## config.mk

```make
export PLATFORM = sky130hd
export DESIGN_NAME = sobel_cfg_loader_flat
export DESIGN_NICKNAME = d
export VERILOG_FILES = /design/src/rtl/sobel_pkg.sv /design/src/rtl/memsplit32_if.sv /design/src/rtl/sobel_kernel_rom.sv /design/src/rtl/sobel_cfg_loader.sv /design/src/flat_wrapper.sv
export SDC_FILE = /design/constraint.sdc
export NUM_CORES = 1
export LEC_CHECK = 0
export ABC_AREA = 1
export CELL_PAD_IN_SITES_DETAIL_PLACEMENT = 1
export CELL_PAD_IN_SITES_GLOBAL_PLACEMENT = 1
export CORE_ASPECT_RATIO = 0.7
export CORE_UTILIZATION = 40
export DETAILED_ROUTE_END_ITERATION = 6
export DONT_BUFFER_PORTS = 1
export GPL_TIMING_DRIVEN = 0
export PLACE_DENSITY = 0.82
export SYNTH_ARGS = -nofsm -noshare
export SYNTH_HDL_FRONTEND = slang
export SYNTH_HIERARCHICAL = 1
export SYNTH_SLANG_ARGS = --single-unit
```

## constraint.sdc

```tcl
create_clock -name clk -period 3.9 [get_ports clk]
set_clock_uncertainty 0.15 [all_clocks]
set_input_delay 0.78 -clock clk [delete_from_list [all_inputs] [get_ports clk]]
set_output_delay 0.78 -clock clk [all_outputs]
set_load 0.1 [all_outputs]
```

## src/rtl/sobel_pkg.sv

```systemverilog
// Shared types, FSM encoding and coefficient tables for the Sobel filter configuration loader.
// The read-back states exist only when SOBEL_LOADER_VERIFY_EN is defined.
package sobel_pkg;

  typedef logic signed [15:0] coef_t;

`ifdef SOBEL_LOADER_VERIFY_EN
  typedef enum logic [2:0] {
    IDLE,
    WR_WSIZE,
    WR_COEF,
    RD_COEF,
    WAIT_RESP,
    FIN
  } loader_state_e;
`else
  typedef enum logic [2:0] {
    IDLE,
    WR_WSIZE,
    WR_COEF,
    FIN
  } loader_state_e;
`endif

  localparam int unsigned KSIZE_DEF = 3;
  localparam int unsigned NCOEF_DEF = KSIZE_DEF * KSIZE_DEF;

  // Row-major, idx = r*3 + c
  localparam coef_t SOBEL_GX [9] = '{
    -16'sd1, 16'sd0, 16'sd1,
    -16'sd2, 16'sd0, 16'sd2,
    -16'sd1, 16'sd0, 16'sd1
  };

  localparam coef_t SOBEL_GY [9] = '{
    -16'sd1, -16'sd2, -16'sd1,
     16'sd0,  16'sd0,  16'sd0,
     16'sd1,  16'sd2,  16'sd1
  };

  // Coefficients go onto the 32-bit bus sign-extended
  function automatic logic [31:0] sext_coef(input coef_t c);
    return {{16{c[15]}}, c};
  endfunction

endpackage

```

## src/rtl/memsplit32_if.sv

```systemverilog
// MemSplit32 bus: single-beat request/ack with a separate read-response strobe.
interface MemSplit32;

  logic        req;
  logic        we;
  logic [31:0] addr;
  logic [3:0]  be;
  logic [31:0] wdata;
  logic        ack;
  logic        resp;
  logic [31:0] rdata;

  modport Master (
    output req, we, addr, be, wdata,
    input  ack, resp, rdata
  );

  modport Slave (
    input  req, we, addr, be, wdata,
    output ack, resp, rdata
  );

endinterface

```

## src/rtl/sobel_kernel_rom.sv

```systemverilog
// Combinational Sobel kernel table: (sel, idx) -> 16-bit signed coefficient.
// sel = 0 selects Gx, sel = 1 selects Gy; indices beyond the last coefficient read as zero.
module sobel_kernel_rom
  import sobel_pkg::*;
(
  input  logic       sel,
  input  logic [3:0] idx,
  output coef_t      coef
);

  // Table lookup with an out-of-range guard
  always_comb begin
    coef = '0;
    if (idx < 4'(NCOEF_DEF)) begin
      coef = sel ? SOBEL_GY[idx] : SOBEL_GX[idx];
    end
  end

endmodule

```

## src/rtl/sobel_cfg_loader.sv

```systemverilog
// MemSplit32 initiator that programs a Sobel filter: one window-size SFR write,
// then the nine coefficients of the selected kernel (Gx or Gy).
// Define SOBEL_LOADER_VERIFY_EN to read back and compare every coefficient;
// a mismatch sets the sticky err flag, which the next accepted start clears.
module sobel_cfg_loader
  import sobel_pkg::*;
#(
  parameter logic [31:0] WSIZE_ADDR  = 32'h0010_0032,
  parameter logic [31:0] COEF_BASE   = 32'h0010_0040,
  parameter logic [31:0] COEF_STRIDE = 32'd1,
  parameter int unsigned KSIZE       = KSIZE_DEF
) (
  input  logic      clk,
  input  logic      rst_n,
  input  logic      start,
  input  logic      kernel_sel,
  output logic      busy,
  output logic      done,
  output logic      err,
  MemSplit32.Master mif
);

  localparam logic [3:0] LAST_IDX = 4'(KSIZE * KSIZE - 1);

`ifdef SOBEL_LOADER_VERIFY_EN
  localparam loader_state_e AFTER_WRITES = RD_COEF;
`else
  localparam loader_state_e AFTER_WRITES = FIN;
`endif

  loader_state_e state;
  loader_state_e state_nx;

  logic        sel;
  logic [3:0]  idx;
  coef_t       coef;
  logic [31:0] coef_addr;
  logic        at_last;
  logic        accept;

  sobel_kernel_rom u_rom (
    .sel  (sel),
    .idx  (idx),
    .coef (coef)
  );

  assign coef_addr = COEF_BASE + 32'(idx) * COEF_STRIDE;
  assign at_last   = (idx == LAST_IDX);
  assign accept    = (state == IDLE) && start;

  // State register; reset abandons any partial load
  always_ff @(posedge clk or negedge rst_n) begin
    if (!rst_n) begin
      state <= IDLE;
    end else begin
      state <= state_nx;
    end
  end

  // Next-state: advance only on handshake completion, no timeout
  always_comb begin
    state_nx = state;
    case (state)
      IDLE:      if (start) state_nx = WR_WSIZE;
      WR_WSIZE:  if (mif.ack) state_nx = WR_COEF;
      WR_COEF:   if (mif.ack && at_last) state_nx = AFTER_WRITES;
`ifdef SOBEL_LOADER_VERIFY_EN
      RD_COEF:   if (mif.ack) state_nx = WAIT_RESP;
      WAIT_RESP: if (mif.resp) state_nx = at_last ? FIN : RD_COEF;
`endif
      FIN:       state_nx = IDLE;
      default:   state_nx = IDLE;
    endcase
  end

  // Bus and status outputs decoded from state; fields only move when idx/state move, i.e. after ack
  always_comb begin
    mif.req   = 1'b0;
    mif.we    = 1'b0;
    mif.addr  = '0;
    mif.be    = '0;
    mif.wdata = '0;
    busy      = 1'b0;
    done      = 1'b0;
    case (state)
      WR_WSIZE: begin
        mif.req   = 1'b1;
        mif.we    = 1'b1;
        mif.be    = '1;
        mif.addr  = WSIZE_ADDR;
        mif.wdata = 32'(KSIZE);
        busy      = 1'b1;
      end
      WR_COEF: begin
        mif.req   = 1'b1;
        mif.we    = 1'b1;
        mif.be    = '1;
        mif.addr  = coef_addr;
        mif.wdata = sext_coef(coef);
        busy      = 1'b1;
      end
`ifdef SOBEL_LOADER_VERIFY_EN
      RD_COEF: begin
        mif.req  = 1'b1;
        mif.be   = '1;
        mif.addr = coef_addr;
        busy     = 1'b1;
      end
      WAIT_RESP: begin
        mif.addr = coef_addr;
        busy     = 1'b1;
      end
`endif
      FIN: begin
        done = 1'b1;
      end
      default: ;
    endcase
  end

  // Kernel select latch and coefficient index; idx restarts at 0 for the read-back pass
  always_ff @(posedge clk or negedge rst_n) begin
    if (!rst_n) begin
      sel <= 1'b0;
      idx <= '0;
    end else begin
      case (state)
        IDLE: begin
          if (start) begin
            sel <= kernel_sel;
            idx <= '0;
          end
        end
        WR_WSIZE: begin
          if (mif.ack) idx <= '0;
        end
        WR_COEF: begin
          if (mif.ack) idx <= at_last ? '0 : idx + 4'd1;
        end
`ifdef SOBEL_LOADER_VERIFY_EN
        WAIT_RESP: begin
          if (mif.resp && !at_last) idx <= idx + 4'd1;
        end
`endif
        default: ;
      endcase
    end
  end

`ifdef SOBEL_LOADER_VERIFY_EN
  logic mismatch;
  assign mismatch = (mif.rdata[15:0] != coef);

  // Sticky verify flag: cleared by an accepted start, set by any read-back mismatch
  always_ff @(posedge clk or negedge rst_n) begin
    if (!rst_n) begin
      err <= 1'b0;
    end else if (accept) begin
      err <= 1'b0;
    end else if ((state == WAIT_RESP) && mif.resp && mismatch) begin
      err <= 1'b1;
    end
  end
`else
  logic unused_rd;
  assign err       = 1'b0;
  assign unused_rd = ^{mif.resp, mif.rdata, accept};
`endif

endmodule
```

## src/flat_wrapper.sv

```systemverilog
// flat-port wrapper written by rule: the top's interface ports become plain ports
module sobel_cfg_loader_flat import sobel_pkg::*;
#(
  parameter logic [31:0] WSIZE_ADDR  = 32'h0010_0032,
  parameter logic [31:0] COEF_BASE   = 32'h0010_0040,
  parameter logic [31:0] COEF_STRIDE = 32'd1,
  parameter int unsigned KSIZE       = KSIZE_DEF
)
  (clk, rst_n, start, kernel_sel, busy, done, err, mif_req, mif_we, mif_addr, mif_be, mif_wdata, mif_ack, mif_resp, mif_rdata);
  MemSplit32 mif_i ();
  input  logic clk;
  input  logic rst_n;
  input  logic start;
  input  logic kernel_sel;
  output logic busy;
  output logic done;
  output logic err;
  output wire logic [$bits(mif_i.req)-1:0] mif_req;
  output wire logic [$bits(mif_i.we)-1:0] mif_we;
  output wire logic [$bits(mif_i.addr)-1:0] mif_addr;
  output wire logic [$bits(mif_i.be)-1:0] mif_be;
  output wire logic [$bits(mif_i.wdata)-1:0] mif_wdata;
  input wire logic [$bits(mif_i.ack)-1:0] mif_ack;
  input wire logic [$bits(mif_i.resp)-1:0] mif_resp;
  input wire logic [$bits(mif_i.rdata)-1:0] mif_rdata;
  assign mif_req = mif_i.req;
  assign mif_we = mif_i.we;
  assign mif_addr = mif_i.addr;
  assign mif_be = mif_i.be;
  assign mif_wdata = mif_i.wdata;
  assign mif_i.ack = mif_ack;
  assign mif_i.resp = mif_resp;
  assign mif_i.rdata = mif_rdata;
  sobel_cfg_loader #(.WSIZE_ADDR(WSIZE_ADDR), .COEF_BASE(COEF_BASE), .COEF_STRIDE(COEF_STRIDE), .KSIZE(KSIZE)) u_core (.clk(clk), .rst_n(rst_n), .start(start), .kernel_sel(kernel_sel), .busy(busy), .done(done), .err(err), .mif(mif_i));
endmodule
```

==> metrics.txt <==
status=complete, but fails checks; failing checks=setup timing; first-pass GRT wire length=4.04 mm; Synth Cell Area=1370 sq um; Syn. warnings=6; Slew Viols, Final=0; input/output buffers=0; I/O Pins=111; initial antenna violation count=0; num rows=17; Final setup viols=3; Fmax=0.253 GHz; fraction of layout cells with a size suffix above 1=44.9%; number of flops mapped to enable cells by yosys=0; slew margin rel.=18.6%; final antenna-violating net count=0; Num CTS Buffers=3; CP Capture Type=output pin; Tmin final=3.95 ns; Mean Syn Cell Area=6.95 sq um; most common cell in the netlist=buf_4; WP data required=2.97 ns; Placer Congestion=0.754; Worst Max-Slew Pin Slew=1.22 ns; Residual DRC=0; reg-to-reg critical path startpoint=u_core/state[1]$_DFFE_PN0P_; Die X=72.0 um; Pre-Repair DR Iteration Count=2; vias per inst=3.91; RSZ-0062 raised after global routing=true; Fin Hold WS=0.102 ns; Clock Latency Late Sink=0.22 ns; Seq/Total Area, Yosys=12.8%; Total GRT Usage=14.0%; die area=3670 sq um; FF+latch count, synth=7; post-synthesis async set-or-reset flop share=100%; Max-Cap Viols=0; CORE AREA=3210 sq um; Max H-tree Level=1; DPL Wire Length=2.16 mm; starting density of the core=42.7%; drt total wl=2.59 mm; Max Buffers Root-to-Sink=2; critical path data arrival time=3.02 ns; critical path class=reg -> out; total global routing overflow=0; clock root buffer=clkbuf_8; CTS clock-pin slew for the worst setup and hold paths=0.04 ns; Vias=1,063; CTS tree=built; HP Class=in -> async; Synth area leaders=buf_4, dfrtp_1, ha_1, nand2_1, nand2_4; period utilisation layout=101%; Post-Synthesis Cells=197; Hold-fix buffers, CTS=0; Synth top area share=34.0%; largest net degree at the start of global routing=18; Nets=275; Inserted Diodes=0; CP startpoint kind=flop; clock sinks=7; P&R area growth vs syn=15.8%; Final Hold Fails=0; Synth cell types=20; initial DRC count=25; ranking of synthesized cells by instance count=buf_4, nand2_1, inv_1; Die Height=51.0 um; Synth area leader=buf_4; crit path from=u_core/state[0]$_DFFE_PN0P_; PnR worst setup slack=-0.0514 ns; vias in the first global route=895; Crit Path Max Fanout=10; ys flop type=dfrtp_1; drt wl/cell=9.51 um
-- per-stage QoR --
step | utilization [%] | cell area (sq um) | worst slack, ns | instances | TNS (ns)
final | 49.4 | 1590 | -0.0514 | 272 | -0.140
after global routing | 49.4 | 1590 | -0.197 | 272 | -0.550
after CTS | 49.4 | 1590 | -0.0913 | 272 | -0.264
after detailed placement | 47.5 | 1530 | -0.194 | 268 | -3.00
after global placement | 47.3 | 1520 | -0.224 | 268 | -2.95
after floorplan | - | 1460 | -0.0607 | 221 | -0.182
-- cell type report --
| type | count | area (sq um) |
|---|---|---|
| clock buffer | 4 | 45.0 |
| sequential | 7 | 175 |
| fill | 451 | 1630 |
| multi-input combinational | 114 | 674 |
| tap | 47 | 58.8 |
| inverter | 36 | 136 |
| buffer | 64 | 497 |
-- worst max-delay path, cell delays in order, from the launching register on --
cell,delay [ns]
dfrtp_1,0.41
inv_1,0.09
ha_1,1.05
o21ai_1,0.33
nor2_2,0.90
-- sequential cells by signal, indices dropped and copies added (netlist names) --
signal,count
u_core/idx,4
u_core/state,2
u_core/sel,1
-- final timing paths --
check	to	slack, ns	cells after the start
worst max-delay path	mif_wdata[1]	-0.05	4
worst min-delay path	u_core/idx[2]$_DFFE_PN0P_	0.10	0
worst max register to register	u_core/idx[1]$_DFFE_PN0P_	1.58	7
worst min register to register	u_core/state[0]$_DFFE_PN0P_	0.42	2
max in group asynchronous	u_core/idx[0]$_DFFE_PN0P_	3.43	0
min in group clk	u_core/state[0]$_DFFE_PN0P_	0.42	2
-- metal layers --
metal	up-vias	GRT usage [%]	share of wire, %
li1	550	-	-
met5	-	0	0
met3	0	3.75	6.5
met4	0	1.96	0
met2	37	25.2	49
met1	476	17.1	44
-- kinds of logic after synthesis --
family	after synthesis	share of synthesized area (%)
and+or+nand+nor	67	26.4
AOI/OAI and AO/OA	10	3.74
DFF	7	12.8
xor gates and xnor gates	1	0.639
other	1	0.274
buffers and inverters	100	46.1
adders and majority gates	11	10.0
-- repair_timing --
item,4_1_cts,5_1_grt
hold endpoints to repair,0,0
resized for setup,3,1
setup buffers,0,0
setup endpoints to repair,24,19
-- layout by cell type, fill, tap and decap left out --
master    count
a21oi_1       2
a21oi_4       1
a31oi_1       1
buf_12        1
buf_4        62
buf_6         1
clkbuf_1      1
clkbuf_8      3
clkinv_2      1
conb_1       25
dfrtp_1       7
ha_1         10
ha_2          1
inv_1        24
inv_2        11
nand2_1      30
nand2_2       6
nand2_4      10
nand3_1       8
nand4_1       1
nor2_1        8
nor2_2        3
nor2_4        1
o21ai_0       5
o21ai_1       1
xor2_1        1
Power is not shown: default switching activity piles up to over one toggle a cycle in this logic, so the estimate is an artifact.
